`src/rtl/uflash_pkg.sv`:
```
// rtl/uflash_pkg.sv - shared types and delay conversion for the user flash sequencer
package uflash_pkg;

    typedef enum logic [1:0] {
        OP_READ  = 2'd0,
        OP_PROG  = 2'd1,
        OP_ERASE = 2'd2,
        OP_RSVD  = 2'd3
    } uf_op_t;

    typedef enum logic [3:0] {
        ST_IDLE,
        ST_RD_SE,
        ST_RD_ACC,
        ST_NVS,
        ST_NVSTR,
        ST_PGM,
        ST_ADH,
        ST_NVH,
        ST_RCV,
        ST_NOP,
        ST_DONE
    } uf_state_t;

    localparam int DLY_W = 24;
    localparam logic [63:0] DLY_MAX_CYC = 64'd1 << DLY_W;

    // Round up so a timing minimum is never violated; a zero-length wait still costs one cycle.
    function automatic logic [63:0] us_to_cyc(input logic [63:0] hz, input logic [63:0] us);
        logic [63:0] c;
        c = (hz * us + 64'd999_999) / 64'd1_000_000;
        return (c == 64'd0) ? 64'd1 : c;
    endfunction

endpackage

```
`src/rtl/uflash_delay.sv`:
```
// rtl/uflash_delay.sv - shared down-counter timing every wait state of the sequencer
module uflash_delay
    import uflash_pkg::*;
(
    input  logic             clk,
    input  logic             rst,
    input  logic             load,
    input  logic [DLY_W-1:0] value,
    output logic             expire
);

    logic [DLY_W-1:0] cnt;

    always_ff @(posedge clk or posedge rst) begin
        if (rst) begin
            cnt <= '0;
        end else if (load) begin
            cnt <= value;
        end else if (cnt != '0) begin
            cnt <= cnt - 1'b1;
        end
    end

    assign expire = (cnt == '0);

endmodule

```
`src/rtl/uflash_ctrl.sv`:
```
// rtl/uflash_ctrl.sv - READ/PROG/ERASE pin sequencer for the GW1N user flash
module uflash_ctrl
    import uflash_pkg::*;
#(
    parameter int unsigned CLOCK_HZ   = 27_000_000,
    parameter int unsigned T_NVS_US   = 5,
    parameter int unsigned T_PGS_US   = 10,
    parameter int unsigned T_PROG_US  = 16,
    parameter int unsigned T_NVH_US   = 5,
    parameter int unsigned T_RCV_US   = 10,
    parameter int unsigned T_ERASE_MS = 100,
    parameter int unsigned T_ACC_CYC  = 2
) (
    input  logic        clk,
    input  logic        rst,
    input  logic        cmd_valid,
    input  logic [1:0]  cmd_op,
    input  logic [8:0]  cmd_xadr,
    input  logic [5:0]  cmd_yadr,
    input  logic [31:0] cmd_wdata,
    output logic        ready,
    output logic        done,
    output logic [31:0] rdata,
    output logic [8:0]  uf_xadr,
    output logic [5:0]  uf_yadr,
    output logic        uf_xe,
    output logic        uf_ye,
    output logic        uf_se,
    output logic        uf_erase,
    output logic        uf_prog,
    output logic        uf_nvstr,
    output logic [31:0] uf_din,
    input  logic [31:0] uf_dout
);

    localparam logic [63:0] NVS_CYC   = us_to_cyc(64'(CLOCK_HZ), 64'(T_NVS_US));
    localparam logic [63:0] PGS_CYC   = us_to_cyc(64'(CLOCK_HZ), 64'(T_PGS_US));
    localparam logic [63:0] PROG_CYC  = us_to_cyc(64'(CLOCK_HZ), 64'(T_PROG_US));
    localparam logic [63:0] NVH_CYC   = us_to_cyc(64'(CLOCK_HZ), 64'(T_NVH_US));
    localparam logic [63:0] RCV_CYC   = us_to_cyc(64'(CLOCK_HZ), 64'(T_RCV_US));
    localparam logic [63:0] ERASE_CYC = us_to_cyc(64'(CLOCK_HZ), 64'(T_ERASE_MS) * 64'd1000);
    localparam logic [63:0] ACC_CYC   = (T_ACC_CYC == 0) ? 64'd1 : 64'(T_ACC_CYC);

    if (NVS_CYC > DLY_MAX_CYC || PGS_CYC > DLY_MAX_CYC || PROG_CYC > DLY_MAX_CYC ||
        NVH_CYC > DLY_MAX_CYC || RCV_CYC > DLY_MAX_CYC || ERASE_CYC > DLY_MAX_CYC ||
        ACC_CYC > DLY_MAX_CYC) begin : g_dly_overflow
        $error("uflash_ctrl: a flash timing does not fit the 24-bit delay counter");
    end

    localparam logic [DLY_W-1:0] NVS_LD   = DLY_W'(NVS_CYC - 64'd1);
    localparam logic [DLY_W-1:0] PGS_LD   = DLY_W'(PGS_CYC - 64'd1);
    localparam logic [DLY_W-1:0] PROG_LD  = DLY_W'(PROG_CYC - 64'd1);
    localparam logic [DLY_W-1:0] NVH_LD   = DLY_W'(NVH_CYC - 64'd1);
    localparam logic [DLY_W-1:0] RCV_LD   = DLY_W'(RCV_CYC - 64'd1);
    localparam logic [DLY_W-1:0] ERASE_LD = DLY_W'(ERASE_CYC - 64'd1);
    localparam logic [DLY_W-1:0] ACC_LD   = DLY_W'(ACC_CYC - 64'd1);

    uf_state_t        state;
    uf_op_t           op_q;
    uf_op_t           op_sel;
    logic             accept;
    logic             dly_load;
    logic             dly_expire;
    logic [DLY_W-1:0] dly_value;

    assign accept = cmd_valid & ready;
    assign op_sel = (state == ST_IDLE) ? uf_op_t'(cmd_op) : op_q;

    // The counter is loaded on the same edge the FSM moves, with the hold of the state being entered.
    assign dly_load = (state == ST_IDLE) ? accept : dly_expire;

    always_comb begin
        dly_value = '0;
        case (state)
            ST_IDLE:   if (op_sel == OP_PROG || op_sel == OP_ERASE) dly_value = NVS_LD;
            ST_RD_SE:  dly_value = ACC_LD;
            ST_NVS:    dly_value = (op_sel == OP_PROG) ? PGS_LD : ERASE_LD;
            ST_NVSTR:  dly_value = (op_sel == OP_PROG) ? PROG_LD : NVH_LD;
            ST_ADH:    dly_value = NVH_LD;
            ST_NVH:    dly_value = RCV_LD;
            default:   dly_value = '0;
        endcase
    end

    uflash_delay u_delay (
        .clk    (clk),
        .rst    (rst),
        .load   (dly_load),
        .value  (dly_value),
        .expire (dly_expire)
    );

    always_ff @(posedge clk or posedge rst) begin
        if (rst) begin
            state    <= ST_IDLE;
            op_q     <= OP_READ;
            ready    <= 1'b1;
            done     <= 1'b0;
            rdata    <= '0;
            uf_xadr  <= '0;
            uf_yadr  <= '0;
            uf_din   <= '0;
            uf_xe    <= 1'b0;
            uf_ye    <= 1'b0;
            uf_se    <= 1'b0;
            uf_erase <= 1'b0;
            uf_prog  <= 1'b0;
            uf_nvstr <= 1'b0;
        end else begin
            done <= 1'b0;
            if (state == ST_IDLE) begin
                if (accept) begin
                    ready   <= 1'b0;
                    op_q    <= uf_op_t'(cmd_op);
                    uf_xadr <= cmd_xadr;
                    uf_yadr <= cmd_yadr;
                    uf_din  <= cmd_wdata;
                    case (uf_op_t'(cmd_op))
                        OP_READ: begin
                            state <= ST_RD_SE;
                            uf_xe <= 1'b1;
                            uf_ye <= 1'b1;
                            uf_se <= 1'b1;
                        end
                        OP_PROG: begin
                            state   <= ST_NVS;
                            uf_xe   <= 1'b1;
                            uf_prog <= 1'b1;
                        end
                        OP_ERASE: begin
                            state    <= ST_NVS;
                            uf_xe    <= 1'b1;
                            uf_erase <= 1'b1;
                        end
                        default: state <= ST_NOP;
                    endcase
                end
            end else if (dly_expire) begin
                case (state)
                    ST_RD_SE: begin
                        state <= ST_RD_ACC;
                        uf_se <= 1'b0;
                    end
                    ST_RD_ACC: begin
                        state <= ST_DONE;
                        rdata <= uf_dout;
                        uf_xe <= 1'b0;
                        uf_ye <= 1'b0;
                        done  <= 1'b1;
                    end
                    ST_NVS: begin
                        state    <= ST_NVSTR;
                        uf_nvstr <= 1'b1;
                    end
                    ST_NVSTR: begin
                        if (op_q == OP_PROG) begin
                            state <= ST_PGM;
                            uf_ye <= 1'b1;
                        end else begin
                            state    <= ST_NVH;
                            uf_erase <= 1'b0;
                        end
                    end
                    ST_PGM: begin
                        state <= ST_ADH;
                        uf_ye <= 1'b0;
                    end
                    ST_ADH: begin
                        state   <= ST_NVH;
                        uf_prog <= 1'b0;
                    end
                    ST_NVH: begin
                        state    <= ST_RCV;
                        uf_nvstr <= 1'b0;
                    end
                    ST_RCV: begin
                        state    <= ST_DONE;
                        uf_xe    <= 1'b0;
                        uf_ye    <= 1'b0;
                        uf_se    <= 1'b0;
                        uf_erase <= 1'b0;
                        uf_prog  <= 1'b0;
                        uf_nvstr <= 1'b0;
                        done     <= 1'b1;
                    end
                    ST_NOP: begin
                        state <= ST_DONE;
                        done  <= 1'b1;
                    end
                    ST_DONE: begin
                        state <= ST_IDLE;
                        ready <= 1'b1;
                    end
                    default: begin
                        state <= ST_IDLE;
                        ready <= 1'b1;
                    end
                endcase
            end
        end
    end

endmodule

```
`config.mk`:
```
export PLATFORM = sky130hd
export DESIGN_NAME = uflash_ctrl
export DESIGN_NICKNAME = d
export VERILOG_FILES = /design/src/rtl/uflash_pkg.sv /design/src/rtl/uflash_delay.sv /design/src/rtl/uflash_ctrl.sv
export SDC_FILE = /design/constraint.sdc
export NUM_CORES = 1
export LEC_CHECK = 0
export ABC_AREA = 1
export CAP_MARGIN = 20
export CORE_MARGIN = 8
export CORE_UTILIZATION = 48
export DETAILED_ROUTE_END_ITERATION = 7
export PLACE_DENSITY = 0.83
export REMOVE_ABC_BUFFERS = 1
export SYNTH_ARGS = -nofsm -noshare
export SYNTH_HDL_FRONTEND = slang
export SYNTH_SLANG_ARGS = --single-unit
```
`constraint.sdc`:
```
create_clock -name clk -period 4.85 [get_ports clk]
set_clock_uncertainty 0.05 [all_clocks]
set_input_delay 0.97 -clock clk [delete_from_list [all_inputs] [get_ports clk]]
set_output_delay 0.97 -clock clk [all_outputs]
set_load 0.02 [all_outputs]
```
==> results of run 1 <==
==> placed cells by master, fill, tap and decap left out, types with 3 or more instances in the layout <==
cell type,Yosys,layout
nand2_4,5,5
nor2_1,45,45
nor2_4,7,7
o21ai_0,8,8
clkinv_2,1,3
nand2_1,313,313
nor3_1,12,12
o21ai_1,9,9
nand3_1,53,53
clkbuf_16,0,17
xnor2_1,3,3
clkbuf_8,0,5
dfrtp_1,116,116
clkdlybuf4s50_1,0,170
inv_1,31,30
nand4_1,5,5
nor2_2,13,13
ha_1,7,7
xor2_1,11,11
a21oi_2,8,8
nand2_2,5,5
nand3b_1,6,6
a21oi_1,5,5
==> cells by family after synthesis <==
group                      synth area share
AOI/OAI and AO/OA                    0.0409
buffers and inverters                0.0548
DFF                                   0.509
adders and majority gates            0.0152
xor gates and xnor gates             0.0213
and+or+nand+nor                       0.359
==> synth_stat cells (all sizes together) <==
library cell	n	area, um^2
nor3b	1	7.51
o21ai	18	93.8
buf	24	180
clkinv	2	8.75
a22oi	1	7.51
o211ai	2	15.0
nand2	323	1260
nand3	55	285
o21bai	1	7.51
o221ai	1	8.76
or2	1	6.26
nand3b	6	45.0
xnor2	3	26.3
a21oi	13	95.1
dfrtp	116	2900
o21a	1	7.51
ha	7	87.6
nor2	66	349
inv	32	123
nor3	12	60.1
xor2	11	96.3
clkbuf	1	3.75
nand4	6	52.6
dfstp	1	26.3
==> registers in the layout (all words and copies together), names as in the netlist, 2 cells and up <==
name	count
uf_xadr	9
uf_din	32
op_q	2
uf_yadr	6
rdata	32
state	4
u_delay.cnt	24
==> area by class of cell <==
| cell class | instances | area [um^2] |
|---|---|---|
| Clock buffer | 24 | 502 |
| Inverter | 34 | 134 |
| Multi-Input combinational cell | 528 | 2510 |
| Sequential cell | 117 | 2930 |
| Timing Repair Buffer | 172 | 1730 |
| Fill cell | 942 | 3820 |
| Tap cell | 147 | 184 |
| Clock inverter | 4 | 47.5 |
==> worst register-to-register path, delay by kind of cell (launching register included) <==
kind	cells	cell delay, ps
flip-flops	1	490
AND/OR/NAND/NOR	5	1320
buffers and inverters	1	400
AO/OA/AOI/OAI	1	120
==> per-layer routing <==
metal	GRT usage	vias up
li1	-	2543
met1	0.225	2362
met2	0.325	201
met3	0.102	39
met4	0.0981	0
met5	0	-
==> stage by stage <==
stage / worst slack, ps / utilization / cells / hold slack (ps)
2_1_floorplan: 731 / - / 679 / 419
3_3_place_gp: 1680 / 0.631 / 998 / 402
3_5_place_dp: 1650 / 0.631 / 998 / 407
4_1_cts: 2060 / 0.678 / 1026 / 420
5_1_grt: 1880 / 0.678 / 1026 / 436
6_report: 2040 / 0.678 / 1026 / 413
==> power by group through the flow <==
stage	logic [mW]	registers (mW)	clock network, mW
after detailed placement	2.19	1.62	0
after CTS	2.21	1.62	1.18
after global routing	2.42	1.67	1.23
after global placement	2.16	1.61	0
after floorplan	0.993	1.91	0
final	2.20	1.63	1.17
==> final timing paths <==
path                                  startpoint                     endpoint  slack (ps)
max in group asynchronous                    rst  u_delay.cnt[15]$_DFFE_PP0P_        3240
max reg2reg                 state[1]$_DFFE_PP0P_  u_delay.cnt[21]$_DFFE_PP0P_        2320
min in group asynchronous                    rst       uf_din[25]$_DFFE_PP0P_         960
min                        rdata[28]$_DFFE_PP0P_        rdata[28]$_DFFE_PP0P_         410
min reg2reg                rdata[28]$_DFFE_PP0P_        rdata[28]$_DFFE_PP0P_         410
max                                    cmd_valid  u_delay.cnt[21]$_DFFE_PP0P_        2040
==> metrics.md, run 1 <==
| Metric | Value |
|---|---|
| Switching share of power | 0.394 |
| Initial Util | 0.485 |
| Tot GR Track Use | 0.205 |
| Clock power share | 0.234 |
| Slew HR | 0.447 |
| RSZ-0062 raised after global routing | false |
| Final Max Slew Viols | 0 |
| Post-Synthesis Cell Area | around 5800 um^2 |
| Reg2Reg Depth | 7 |
| Power density over the cells | a little over 600 nW/um^2 |
| Design area | 8040 um^2 |
| Cts hold-fix bufs | 0 |
| Seq/Total Area, Yosys | 0.509 |
| Clock buffer depth | 2 |
| First-pass GRT wire length | ~26000 um |
| Metal-1 WL | between 6000 and 7000 um |
| Max-cap violations | 0 |
| Crit-path leading delay family | simple AND/OR/NAND/NOR gates |
| Seq cells post-synth | 117 |
| Total Wirelength | roughly 16000 um |
| Final period utilization | 0.578 |
| IO Port Bufs | 170 |
| Final Setup Violations | 0 |
| WL/cell | 15.3 um |
| Number of failing hold endpoints at the final stage | 0 |
| CP Capture Type | register |
| Antenna cells | 0 |
| Die Ht | 126 um |
| Fmax achieved | around 360 MHz |
| Initial antenna violation count | 0 |
| Crit path required time | 5060 ps |
| Post-CTS Setup Repair Bufs | 0 |
| Cell-internal power | 3.03 mW |
| Hold Path Stages | 2 |
| Hold WC Path Type | register to register |
| # DRC | 0 |
| Top sig layer | met4 |
| Die area | 15800 um^2 |
| Largest net degree at the start of global routing | 118 |
| Die X | 126 um |
| Status | complete, no violations |
| Yosys Warn Count | 0 |
| Antenna Nets Post-Route | 0 |
| Clk Latency, worst-skew pair | ~420 ps |
| Share of cells above drive strength 1 | 0.0865 |
| Synth unique cells | 38 |
| Grt ovf | 0 |
| Critical path depth | 7 |
| CP Data Arrival Time | roughly 3000 ps |
| Vias in the first global route | approximately 5300 |
| CTS H-tree depth | 4 |
| Placer Congestion | about 0.89 |
| Core region area | about 12000 um^2 |
| Seq pwr share | 0.326 |
| Sw Pwr | 1.97 mW |
| Initial DRC count | 423 |
| Layout Nets | 961 |
| Post-CTS sizing | 0 |
| Synth-to-layout area growth | 39.6% |
| Post-Syn Area per Cell | 8.18 um^2 |
| Worst vdd ir | 0.000394 V |
| Row count | 40 |
| Setup TNS | 0 ps |
| Crit Path Class | input pin to register |
| Gate Count Post-Synth | slightly above 700 |
| Combinational share of power | 0.441 |
| Largest stage delay, worst path | 630 ps |
| Pre-antenna DRT Iters | 5 |
| DR WL met2 | 7350 um |
| DR vias/cell | 5.01 |
| TritonCTS clock tree | yes |
| Tmin final | 2810 ps |
| Root Driver | clkbuf_16 |
| I/O pins | 171 |
| Critical path cell sequence | clkdlybuf4s50_1 > nand2_1 > nor2_4 > inv_4 > nand2_4 > nor2_2 > a21oi_1 |
| Vias | 5145 |
| Placed instance area | 7490 um^2 |
| Placed wire-length estimate | 10900 um |
| CP bufs+invs | 2 |
| Static Leakage | 3.94 nW |
| Worst-margin pin slew | 828 ps |
| Power, Total | 4.99 mW |
| Slowest CP cell | nor2_2 |
| Startpoint types | input pin |
| CTS Sinks | roughly 120 |
| Met3 routed WL | ~1600 um |
| CTS buffer count | 17 |
| Crit-path max FO | 54 |
| Clock slew at reported path FFs | approximately 50 ps |
No activity file was read; power rests on OpenSTA's default activity.
==> run 2, diff against run 1 <==
--- a/config.mk
+++ b/config.mk
@@ -8,9 +8,9 @@
 export ABC_AREA = 1
 export CAP_MARGIN = 20
 export CORE_MARGIN = 8
-export CORE_UTILIZATION = 48
+export CORE_UTILIZATION = 43
 export DETAILED_ROUTE_END_ITERATION = 7
-export PLACE_DENSITY = 0.83
+export PLACE_DENSITY = 0.79
 export REMOVE_ABC_BUFFERS = 1
 export SYNTH_ARGS = -nofsm -noshare
 export SYNTH_HDL_FRONTEND = slang
==> constraint.sdc (replaced) <==
create_clock -name clk -period 2.3 [get_ports clk]
set_clock_uncertainty 0.05 [all_clocks]
set_input_delay 0.46 -clock clk [delete_from_list [all_inputs] [get_ports clk]]
set_output_delay 0.46 -clock clk [all_outputs]
set_load 0.02 [all_outputs]
==> run 2 against run 1 <==
Net effect:
- routed wire length is 2.3% higher
- sequential cell count is the same
- sequential power is 110% higher
- sequential share of layout area down 1.2 points
- final cell count rose by 4.2%
- largest cell class unchanged
- count of clock-buffer cells in the layout is 6 lower
- worst hold slack worse by 110 ps
- critical path type is now register to primary output
- cell area up 3.4%
==> metrics.md, run 2 (synthesis gave the netlist of run 1 again) <==
| Metric | Value |
|---|---|
| Status | complete, no violations (unchanged) |
| Combinational share of power | 0.422 (was 0.441) |
| RSZ-0062 raised after global routing | false (unchanged) |
| Die X | 132 um (was 126 um) |
| Placed wire-length estimate | 11800 um (was 10900 um) |
| CP Data Arrival Time | 1640 ps (was 3010 ps) |
| Share of cells above drive strength 1 | 0.103 (was 0.0865) |
| Cell-internal power | 6.78 mW (was 3.03 mW) |
| Critical path depth | 1 (was 7) |
| Critical path cell sequence | clkdlybuf4s50_1 (was clkdlybuf4s50_1 > nand2_1 > nor2_4 > inv_4 > nand2_4 > nor2_2 > a21oi_1) |
| Crit path required time | 1790 ps (was 5060 ps) |
| Placed instance area | 7650 um^2 (was 7490 um^2) |
| Tmin final | around 2200 ps |
| Final period utilization | 0.936 |
| TritonCTS clock tree | yes (unchanged) |
| CP Capture Type | primary output (was register) |
| Clk Latency, worst-skew pair | 420 ps (about the same) |
| Hold WC Path Type | input pin to asynchronous set/reset pin (was register to register) |
| Total Wirelength | 16100 um (was 15700 um) |
| Final Setup Violations | 0 (unchanged) |
| Root Driver | clkbuf_16 (unchanged) |
| Initial DRC count | 345 (was 423) |
| DR vias/cell | 4.87 (was 5.01) |
| Final Max Slew Viols | 0 (unchanged) |
| Crit-path leading delay family | buffers and inverters (was simple AND/OR/NAND/NOR gates) |
| Tot GR Track Use | 0.191 (was 0.205) |
| Synth-to-layout area growth | 44.3% (was 39.6%) |
| Crit-path max FO | 3 (was 54) |
| # DRC | 0 (unchanged) |
| Die area | 17400 um^2 (was 15800 um^2) |
| Clock slew at reported path FFs | 60 ps (was 50 ps) |
| Largest stage delay, worst path | 680 ps (was 630 ps) |
| Clock power share | 0.268 (was 0.234) |
| R2r setup slk | 360 ps (was 2320 ps) |
| Dpl cells | 1037 (was 998) |
| Layout Nets | 971 (was 961) |
| Number of failing hold endpoints at the final stage | 0 (unchanged) |
| Pre-antenna DRT Iters | 5 (unchanged) |
| Fmax achieved | 465 MHz |
| Reg-to-reg startpoint | state[2]$_DFFE_PP0P_ (was state[1]$_DFFE_PP0P_) |
| Core region area | 13100 um^2 (was 11900 um^2) |
| Non-filler cells, final | 1069 (was 1026) |
| Slew HR | 0.678 (was 0.447) |
| Power density over the cells | 1330 nW/um^2 (was 621 nW/um^2) |
| Reg2Reg Depth | 10 (was 7) |
| CTS buffer count | 17 (unchanged) |
| CTS H-tree depth | 4 (unchanged) |
| Crit Path Class | register to primary output (was input pin to register) |
| Dpl ws | 162 ps (was 1650 ps) |
| WL/cell | 15.1 um (was 15.3 um) |
| Design area | 8310 um^2 (was 8040 um^2) |
| Post-CTS sizing | 0 (unchanged) |
| Worst r2r dst | u_delay.cnt[1]$_DFFE_PP0P_ (was u_delay.cnt[21]$_DFFE_PP0P_) |
| Fill cells | 1140 (was 942) |
| Slowest CP cell | clkdlybuf4s50_1 (was nor2_2) |
| I/O pins | 171 (unchanged) |
| Footprint of the multi-input gates | 2510 um^2 (unchanged) |
| Placer Congestion | 0.885 (was 0.894) |
| Cts hold-fix bufs | 0 (unchanged) |
| CTS Sinks | 117 (unchanged) |
| Largest net degree at the start of global routing | 52 (was 118) |
| Grt ovf | 0 (unchanged) |
| Clock buffer depth | 2 (unchanged) |
| Power, Total | 11.0 mW (was 4.99 mW) |
| Register area | 2930 um^2 (unchanged) |
| Static Leakage | 4.06 nW (was 3.94 nW) |
| Initial Util | 0.438 (was 0.485) |
| Final worst slack | 148 ps (was 2040 ps) |
| Seq pwr share | 0.310 (was 0.326) |
| Vias in the first global route | 5386 (was 5260) |
| Commonest non-fill, non-tap cells in the layout | nand2_1, clkdlybuf4s50_1, dfrtp_1, nand3_1, nor2_1 (unchanged) |
| Antenna Nets Post-Route | 0 (unchanged) |
| Post-CTS Setup Repair Bufs | 0 (unchanged) |
| Worst-margin pin slew | 483 ps (was 828 ps) |
| Commonest non-fill, non-tap cell in the layout | nand2_1 (unchanged) |
| Worst vdd ir | 0.000769 V (was 0.000394 V) |
| Row count | 42 (was 40) |
| First-pass GRT wire length | 26600 um (was 25900 um) |
| Startpoint types | register (was input pin) |
| CP bufs+invs | 1 (was 2) |
| Initial antenna violation count | 0 (unchanged) |
| Antenna cells | 0 (unchanged) |
| Sw Pwr | 4.23 mW (was 1.97 mW) |
| IO Port Bufs | 170 (unchanged) |
| Switching share of power | 0.385 (was 0.394) |
| Max-cap violations | 0 (unchanged) |
| Vias | 5209 (was 5145) |
| Die Ht | 132 um (was 126 um) |
| Largest regs | rdata: 32 flops, uf_din: 32 flops, u_delay.cnt: 24 flops (unchanged) |
## run 2: cell count changes in the layout (fill, tap and decap cells not counted), moves of 2 or more
| cell | delta |
|---|---|
| inv_6 | +5 |
| buf_12 | +4 |
| clkbuf_1 | -2 |
| buf_4 | +6 |
| clkbuf_8 | -4 |
| bufinv_16 | +4 |
## run 2: final cells by class
type | count | area share
well taps | 176 | 0.0265
inverters | 34 | 0.0161
repair buffers | 182 | 0.223
clock inverters | 14 | 0.0265
clock buffers | 18 | 0.0528
flip-flops and latches | 117 | 0.352
multi-input cells | 528 | 0.302
## run 2: metal layers
metal	global-route usage	vias to the layer above	part of all wire
met5	0	-	0
met4	0.0613	0	0.013
met3	0.0987	17	0.10
met2	0.321	179	0.50
met1	0.204	2437	0.39
li1	-	2576	-
## run 2: worst max path at each step
stage                            from                    endpoint
global route        ready$_DFFE_PP1P_                       ready
floorplan                         rst              done$_DFF_PP0_
global placement            cmd_op[0]  u_delay.cnt[1]$_DFFE_PP0P_
detailed placement          cmd_op[0]  u_delay.cnt[1]$_DFFE_PP0P_
finish              ready$_DFFE_PP1P_                       ready
CTS                 ready$_DFFE_PP1P_                       ready
## run 2: power by group through the flow
| stage | sequential (mW) | clock (mW) | combinational (mW) |
|---|---|---|---|
| 5_1_grt | 3.51 | 3.10 | 5.14 |
| 4_1_cts | 3.41 | 2.99 | 4.69 |
| 3_5_place_dp | 3.41 | 0 | 4.65 |
| 3_3_place_gp | 3.40 | 0 | 4.59 |
| 6_report | 3.41 | 2.95 | 4.65 |
| 2_1_floorplan | 4.03 | 0 | 2.09 |
## run 2: metrics by stage
step                      TNS, ps   util  hold WS [ps]
after floorplan           -152630      -           419
after global placement          0  0.582           402
after detailed placement        0  0.582           407
after CTS                       0  0.633           297
after global routing            0  0.633           328
final                           0  0.633           301
==> run 3, diff against run 2 <==
--- a/config.mk
+++ b/config.mk
@@ -6,7 +6,6 @@
 export NUM_CORES = 1
 export LEC_CHECK = 0
 export ABC_AREA = 1
-export CAP_MARGIN = 20
 export CORE_MARGIN = 8
 export CORE_UTILIZATION = 43
 export DETAILED_ROUTE_END_ITERATION = 7
==> results of run 3 <==
The final DEF is identical to that of run 2; final timing and power are the same.
